**src/rtl/gpio_rsp_packer_pkg.sv**
```systemverilog
// ---------------------------------------------------------------------------
// gpio_rsp_packer_pkg
//   Shared definitions for the GPIO response packer:
//   - response packet field offsets/widths (ID, SEQ, CNT, DATA)
//   - FSM state encoding (COLLECT / SEND)
//   - default peripheral ID for the GPIO block
//   - pack_pkt(): assembles a packet from its fields
// ---------------------------------------------------------------------------
package gpio_rsp_packer_pkg;

   localparam int PKT_W    = 51;

   localparam int ID_LSB   = 48;
   localparam int ID_W     = 3;
   localparam int SEQ_LSB  = 40;
   localparam int SEQ_W    = 8;
   localparam int CNT_LSB  = 32;
   localparam int CNT_W    = 8;
   localparam int DATA_LSB = 0;
   localparam int DATA_W   = 32;

   localparam logic [ID_W-1:0] GPIO_PERIPH_ID = 3'd2;

   typedef enum logic {
      ST_COLLECT = 1'b0,
      ST_SEND    = 1'b1
   } state_t;

   function automatic logic [PKT_W-1:0] pack_pkt(
      input logic [ID_W-1:0]   id,
      input logic [SEQ_W-1:0]  seq,
      input logic [CNT_W-1:0]  cnt,
      input logic [DATA_W-1:0] data
   );
      logic [PKT_W-1:0] p;
      p                       = '0;
      p[ID_LSB   +: ID_W]     = id;
      p[SEQ_LSB  +: SEQ_W]    = seq;
      p[CNT_LSB  +: CNT_W]    = cnt;
      p[DATA_LSB +: DATA_W]   = data;
      return p;
   endfunction

endpackage : gpio_rsp_packer_pkg

```
**src/rtl/gpio_rsp_packer_timeout.sv**
```systemverilog
// ---------------------------------------------------------------------------
// gpio_rsp_packer_timeout
//   Idle counter used to flush partial response packets. Only instantiated
//   when GPIO_RSP_TIMEOUT_EN is defined.
//   The counter clears on clr, counts up while en is high, and saturates at
//   TIMEOUT_CYCLES-1 (never wraps). expire is high while saturated.
// Ports
//   clk1    in   clock, rising edge
//   rst_n   in   asynchronous active-low reset
//   clr     in   synchronous clear (priority over en)
//   en      in   count enable
//   expire  out  counter == TIMEOUT_CYCLES-1
// ---------------------------------------------------------------------------
module gpio_rsp_packer_timeout
   import gpio_rsp_packer_pkg::*;
#(
   parameter int TIMEOUT_CYCLES = 64
) (
   input  logic clk1,
   input  logic rst_n,
   input  logic clr,
   input  logic en,
   output logic expire
);

   localparam int             CW   = $clog2(TIMEOUT_CYCLES);
   localparam logic [CW-1:0]  LAST = CW'(TIMEOUT_CYCLES - 1);

   logic [CW-1:0] count_q;

   // NOTE: sequential state is written with non-blocking assignments only, so
   // every flop samples pre-edge values regardless of block ordering.
   always_ff @(posedge clk1 or negedge rst_n) begin
      if (!rst_n) begin
         count_q <= '0;
      end else if (clr) begin
         count_q <= '0;
      end else if (en && (count_q != LAST)) begin
         count_q <= count_q + 1'b1;
      end
   end

   assign expire = (count_q == LAST);

endmodule : gpio_rsp_packer_timeout

```
**src/rtl/gpio_rsp_packer.sv**
```systemverilog
// ---------------------------------------------------------------------------
// gpio_rsp_packer
//   Drains the GPIO read FIFO one byte per cycle, packs up to PKT_BYTES bytes
//   into a 51-bit response packet and offers it on a valid/ready interface.
//   Packet map: [50:48] PERIPH_ID, [47:40] seq, [39:32] byte count,
//               [31:0] bytes with byte0 at [7:0], unused slots zero.
//   Build option GPIO_RSP_TIMEOUT_EN: when defined, a partial packet is
//   flushed after TIMEOUT_CYCLES idle cycles; when undefined only full
//   packets are emitted and trailing bytes wait for more data.
// Ports
//   clk1               in   clock, rising edge
//   rst_n              in   asynchronous active-low reset
//   rd_gpio_f_empty    in   GPIO read FIFO empty
//   rd_gpio_fifo_data  in   FIFO read data, valid the cycle after rd_gpio_fifo_en
//   rd_gpio_fifo_en    out  FIFO read strobe, one byte per asserted cycle
//   pkt_valid          out  response packet available
//   pkt_ready          in   TX path accepts when pkt_valid & pkt_ready
//   pkt_data           out  response packet, stable while pkt_valid
//   pkt_sent           out  one-cycle pulse on the accept cycle
// ---------------------------------------------------------------------------
module gpio_rsp_packer
   import gpio_rsp_packer_pkg::*;
#(
   parameter int              GPIO_FIFO_WIDTH   = 8,
   parameter int              DATA_PACKET_WIDTH = 51,
   parameter int              PKT_BYTES         = 4,
   parameter int              TIMEOUT_CYCLES    = 64,
   parameter logic [ID_W-1:0] PERIPH_ID         = GPIO_PERIPH_ID
) (
   input  logic                         clk1,
   input  logic                         rst_n,
   input  logic                         rd_gpio_f_empty,
   input  logic [GPIO_FIFO_WIDTH-1:0]   rd_gpio_fifo_data,
   output logic                         rd_gpio_fifo_en,
   output logic                         pkt_valid,
   input  logic                         pkt_ready,
   output logic [DATA_PACKET_WIDTH-1:0] pkt_data,
   output logic                         pkt_sent
);

   localparam int         SLOT_BITS   = PKT_BYTES * GPIO_FIFO_WIDTH;
   localparam logic [2:0] PKT_BYTES_C = 3'(PKT_BYTES);

   // Elaboration-time parameter sanity checks.
   if (PKT_BYTES < 1 || PKT_BYTES > 4 || SLOT_BITS > DATA_W) begin : g_bad_pkt_bytes
      $error("gpio_rsp_packer: PKT_BYTES out of range");
   end
   if (DATA_PACKET_WIDTH != PKT_W) begin : g_bad_pkt_width
      $error("gpio_rsp_packer: DATA_PACKET_WIDTH must be 51");
   end
   if (TIMEOUT_CYCLES < 2) begin : g_bad_timeout
      $error("gpio_rsp_packer: TIMEOUT_CYCLES must be >= 2");
   end

   state_t                                  state_q, state_d;
   logic   [2:0]                            cnt_q;
   logic                                    inflight_q;
   logic   [SEQ_W-1:0]                      seq_q;
   logic   [PKT_BYTES-1:0][GPIO_FIFO_WIDTH-1:0] slots_q;

   logic                                    rd_en;
   logic                                    capture;
   logic                                    accept;
   logic                                    room;
   logic                                    flush;
   logic   [DATA_W-1:0]                     data_field;

   // A byte requested last cycle is on the data bus now.
   assign capture = inflight_q;
   assign accept  = (state_q == ST_SEND) && pkt_ready;
   // Count the byte in flight so a full packet never over-reads the FIFO.
   assign room    = ({1'b0, cnt_q} + {3'b000, inflight_q}) < {1'b0, PKT_BYTES_C};

`ifdef GPIO_RSP_TIMEOUT_EN
   logic expire;

   gpio_rsp_packer_timeout #(
      .TIMEOUT_CYCLES (TIMEOUT_CYCLES)
   ) u_timeout (
      .clk1   (clk1),
      .rst_n  (rst_n),
      .clr    (capture || (cnt_q == 3'd0)),
      .en     ((state_q == ST_COLLECT) && (cnt_q != 3'd0) && !inflight_q),
      .expire (expire)
   );

   // Flush only a non-empty partial packet with nothing left on the bus.
   assign flush = expire && (state_q == ST_COLLECT) && (cnt_q != 3'd0) && !inflight_q;
`else
   assign flush = 1'b0;
`endif

   // FSM state register
   always_ff @(posedge clk1 or negedge rst_n) begin
      if (!rst_n) begin
         state_q <= ST_COLLECT;
      end else begin
         state_q <= state_d;
      end
   end

   // FSM next state and read strobe
   // NOTE: every output of this block gets a default first, so no path can
   // leave a signal unassigned and infer a latch.
   always_comb begin
      state_d = state_q;
      rd_en   = 1'b0;
      case (state_q)
         ST_COLLECT: begin
            rd_en = !rd_gpio_f_empty && room && !flush;
            // Final byte lands this cycle: SEND is entered on the same edge.
            if (capture && ((cnt_q + 3'd1) == PKT_BYTES_C)) begin
               state_d = ST_SEND;
            end else if (flush) begin
               state_d = ST_SEND;
            end
         end
         ST_SEND: begin
            if (pkt_ready) begin
               state_d = ST_COLLECT;
            end
         end
         default: state_d = ST_COLLECT;
      endcase
   end

   // Byte slots, count, in-flight flag and sequence number
   // NOTE: the slot registers are reset (not left as uninitialised storage)
   // because unused slots of a partial packet must read as zero.
   always_ff @(posedge clk1 or negedge rst_n) begin
      if (!rst_n) begin
         cnt_q      <= 3'd0;
         inflight_q <= 1'b0;
         seq_q      <= '0;
         slots_q    <= '0;
      end else begin
         inflight_q <= rd_en;
         if (accept) begin
            cnt_q   <= 3'd0;
            seq_q   <= seq_q + 1'b1;
            slots_q <= '0;
         end else if (capture) begin
            for (int i = 0; i < PKT_BYTES; i++) begin
               if (cnt_q == 3'(i)) begin
                  slots_q[i] <= rd_gpio_fifo_data;
               end
            end
            cnt_q <= cnt_q + 3'd1;
         end
      end
   end

   always_comb begin
      data_field                = '0;
      data_field[SLOT_BITS-1:0] = slots_q;
   end

   // The strobe is forced low while reset is held so no byte is popped.
   assign rd_gpio_fifo_en = rd_en && rst_n;
   assign pkt_valid       = (state_q == ST_SEND);
   assign pkt_sent        = accept;
   // All packet fields come straight from registers that are frozen in SEND,
   // so pkt_data cannot change until the accept edge.
   assign pkt_data        = pkt_valid ? pack_pkt(PERIPH_ID, seq_q, {5'd0, cnt_q}, data_field)
                                      : '0;

endmodule : gpio_rsp_packer

```
**config.mk**
```make
export PLATFORM = sky130hd
export DESIGN_NAME = gpio_rsp_packer
export DESIGN_NICKNAME = d
export VERILOG_FILES = /design/src/rtl/gpio_rsp_packer_pkg.sv /design/src/rtl/gpio_rsp_packer_timeout.sv /design/src/rtl/gpio_rsp_packer.sv
export SDC_FILE = /design/constraint.sdc
export NUM_CORES = 1
export LEC_CHECK = 0
export CAP_MARGIN = 20
export CORE_ASPECT_RATIO = 0.6
export CORE_UTILIZATION = 40
export CTS_CLUSTER_DIAMETER = 80
export CTS_CLUSTER_SIZE = 20
export DETAILED_ROUTE_END_ITERATION = 6
export GPL_TIMING_DRIVEN = 0
export PLACE_DENSITY_LB_ADDON = 0.08
export SETUP_SLACK_MARGIN = 0.5
export SYNTH_ARGS = -nofsm -noshare
export SYNTH_HDL_FRONTEND = slang
export SYNTH_SLANG_ARGS = --single-unit
```
**constraint.sdc**
```tcl
create_clock -name clk1 -period 1.78 [get_ports clk1]
set_input_delay 0.534 -clock clk1 [delete_from_list [all_inputs] [get_ports clk1]]
set_output_delay 0.534 -clock clk1 [all_outputs]
set_load 0.005 [all_outputs]
```
==> flow_summary.yaml <==
power_and_ir_drop:
  pwr-share-comb_pct: 47.1
  p_leak_nw: 2.03
  max-vdd-ir-drop_mv: 0.547
  power_density_nw_per_um2: 1260
  p_sw_share_pct: 34.0
  seqPwrFrac_pct: 36.1
  p_sw_mw: 1.65
  internal_power_mw: 3.20
  clockPowerShare_pct: 16.8
clocking:
  cts_buffers: 5
  cts_max_level: 2
  clkTransAtPathRegs_ns: 0.09
  cts_hold_buf: 0
  cts_buffer_depth: 2
  cts_root_buf: "clkbuf_8"
  clkLatencyLatePin_ns: 0.30
  cts_tree: "yes"
  cts_num_sinks: 45
worst_hold_path:
  hold_path_class: "primary input to asynchronous set/reset pin"
timing:
  slew_viol_final: 0
  max_freq_ghz: 0.490
  rsz0062_at_grt: "yes"
  period_minus_slack_ns: 2.04
  period_share_pct: 115
  fin_skew_ns: 0.00956
  setup_violations: 45
  timing.final.ws_setup_ns: -0.261
  hold_viol: 0
  fin_setup_tns_ns: -6.66
worst_setup_path:
  rr_endpoint: "data_field[2]$_DFFE_PN0P_"
  worstRegToRegCells: 10
  critical_path_buf_inv_count: 5
  critPathCapture: "pkt_data[20]"
  startpoint: "pkt_valid$_DFF_PN0_"
  reg2reg_from: "cnt_q[0]$_DFFE_PN0P_"
  critical_path_depth: 6
  slowest_stage: "dfrtp_1"
  ff2ff_setup_slack_ns: 0.09
  worstPathMaxFanout: 7
  required_ns: 1.25
  worstSetupStartpointType: "flip-flop"
  cp-end-kind: "primary output"
  path_cells: "buf_6, buf_6, clkbuf_16, buf_6, and2_4, buf_6"
  critPathMaxStageDelay_ns: 0.44
  critPathTopFamily: "buffers and inverters"
  crit_arrival_ns: 1.51
  critPathKind: "flip-flop to primary output"
  critPathMostFrequentCell: "buf_6"
placed_design:
  gp_congestion: 0.729
  place_area_sq_um: 3230
  dpl.hpwl_mm: 4.03
  preCtsSetupSlack_ns: -0.769
  port_buffers: 58
finish:
  drive_gt1_share_pct: 58.2
  final_cell_mix: "and2_4, dfrtp_1, buf_6, clkbuf_2, mux2i_1"
  area_growth_pct: 62.7
  finalInstanceArea_sq_um: 3850
  diodes: 0
  layout.nets: 358
flow_run:
  drv_cap: 0
detailed_routing:
  via_per_inst: 4.79
  via_count: 2013
  wl_mm: 6.87
  drt-initial-drc-count: 34
  drtPass1Iterations: 4
  drcViolationCount: 0
  antenna_left: 0
  wire_per_inst_microns: 16.3
floorplanning:
  boundaryPins: 66
  fp.dieArea_sq_um: 6230
  die_h_microns: 61.6
  coreArea_sq_um: 5620
  initial_utilization_pct: 42.1
  die-width_microns: 101
  rows: 21
synth:
  postSynthCellCount: 227
  seq_area_frac_synth_pct: 47.6
  ys_types: 25
  synth_area_per_cell_sq_um: 10.4
  ys_top_cells_by_area: "dfrtp_1, and2_1, mux2i_1"
  synth_area_sq_um: 2360
  ys_warn_count: 0
  yosysTopAreaCellShare_pct: 47.6
  synth_top_cell_by_area: "dfrtp_1"
  ys_seq_elements: 45
global_routing:
  grt_max_degree: 40
  grt_pass1_wl_mm: 9.42
  grt_pass1_vias: 1752
  overflow: 0
  antenna_found_initial: 0
  grt_usage_pct: 20.8
run_status:
  violations: "negative setup slack"
  status: "finished, violations left"
## worst reg2reg max path: stages, from the launching register on
cell      delay, ns
dfrtp_2        0.44
buf_6          0.12
buf_6          0.10
buf_6          0.10
buf_6          0.13
inv_6          0.06
ha_4           0.11
nand3b_1       0.08
buf_6          0.17
mux2i_1        0.18
nor2_1         0.07
## layer usage
layer	GRT usage, %	share of wire, %	up-vias
li1	-	-	948
met1	30.9	49	1009
met2	31.3	46	49
met3	4.88	4.6	7
met4	3.73	0.70	0
met5	0	0	-
## synth_stat cells
master and n:
xnor2_1 7, nand4_1 4, nand3b_1 4, conb_1 1, mux2_2 1, nor4_2 1
ha_1 7, a211oi_2 1, buf_4 9, and2_4 1, nor2_2 2, buf_2 4
nor2_1 25, xor2_1 1, mux2i_1 26, and4_1 1, buf_6 7, dfrtp_1 45
and3_1 2, a21oi_1 8, inv_1 3, nand3_1 8, clkbuf_1 4, nand2_1 11
and2_1 44
## state kept, by name, indices dropped and copies added, names as in the netlist
name and flops:
pkt_valid 1, capture 1, seq_q 8, cnt_q 3, data_field 32
## kinds of logic after synthesis
family	count (synthesis)	share of synthesized area, %
xor+xnor	8	2.96
compound gates	9	2.22
flops	45	47.6
simple gates	103	23.7
mux	27	11.5
fa+ha+maj	7	3.70
other cells	1	0.159
buf+inv	27	8.15
## power by group through the flow
| stage | combinational, mW | clock (mW) | sequential [mW] |
|---|---|---|---|
| floorplan | 0.921 | 0 | 1.64 |
| global placement | 1.28 | 0 | 1.70 |
| detailed placement | 1.32 | 0 | 1.72 |
| CTS | 1.80 | 0.822 | 1.72 |
| global route | 2.46 | 0.869 | 1.81 |
| finish | 2.28 | 0.817 | 1.75 |
## stage by stage
step	total power, mW	utilization (%)	hold slack (ns)	cells
floorplan	2.56	-	0.238	233
global placement	2.98	57.2	0.478	371
detailed placement	3.04	57.5	0.398	372
CTS	4.34	64.8	0.0752	396
global route	5.14	68.4	0.0651	420
finish	4.85	68.4	0.0714	420
## layout make-up
type	count	area, sq um
buffer	24	292
tap	80	100
multi-input combinational	161	1370
sequential	45	1130
clock buffer	7	86.3
fill	467	1780
timing repair buffer	99	828
inverter	3	16.3
clock inverter	1	30.0
## repair_timing
item / CTS / global route
resized for setup: 115 / 108
gates cloned: 1 / 4
setup buffers: 15 / 20
setup endpoints to repair: 89 / 85
pin swaps: 25 / 7
## worst min path at each step
stage	to	slack [ns]	cells past startpoint	startpoint
floorplan	capture$_DFF_PN0_	0.24	0	rst_n
global placement	seq_q[7]$_DFFE_PN0P_	0.48	1	seq_q[7]$_DFFE_PN0P_
detailed placement	seq_q[4]$_DFFE_PN0P_	0.40	1	rst_n
CTS	seq_q[4]$_DFFE_PN0P_	0.08	1	rst_n
global route	seq_q[5]$_DFFE_PN0P_	0.07	1	rst_n
finish	seq_q[5]$_DFFE_PN0P_	0.07	1	rst_n
Note: power is estimated with default switching activity, not from simulation.
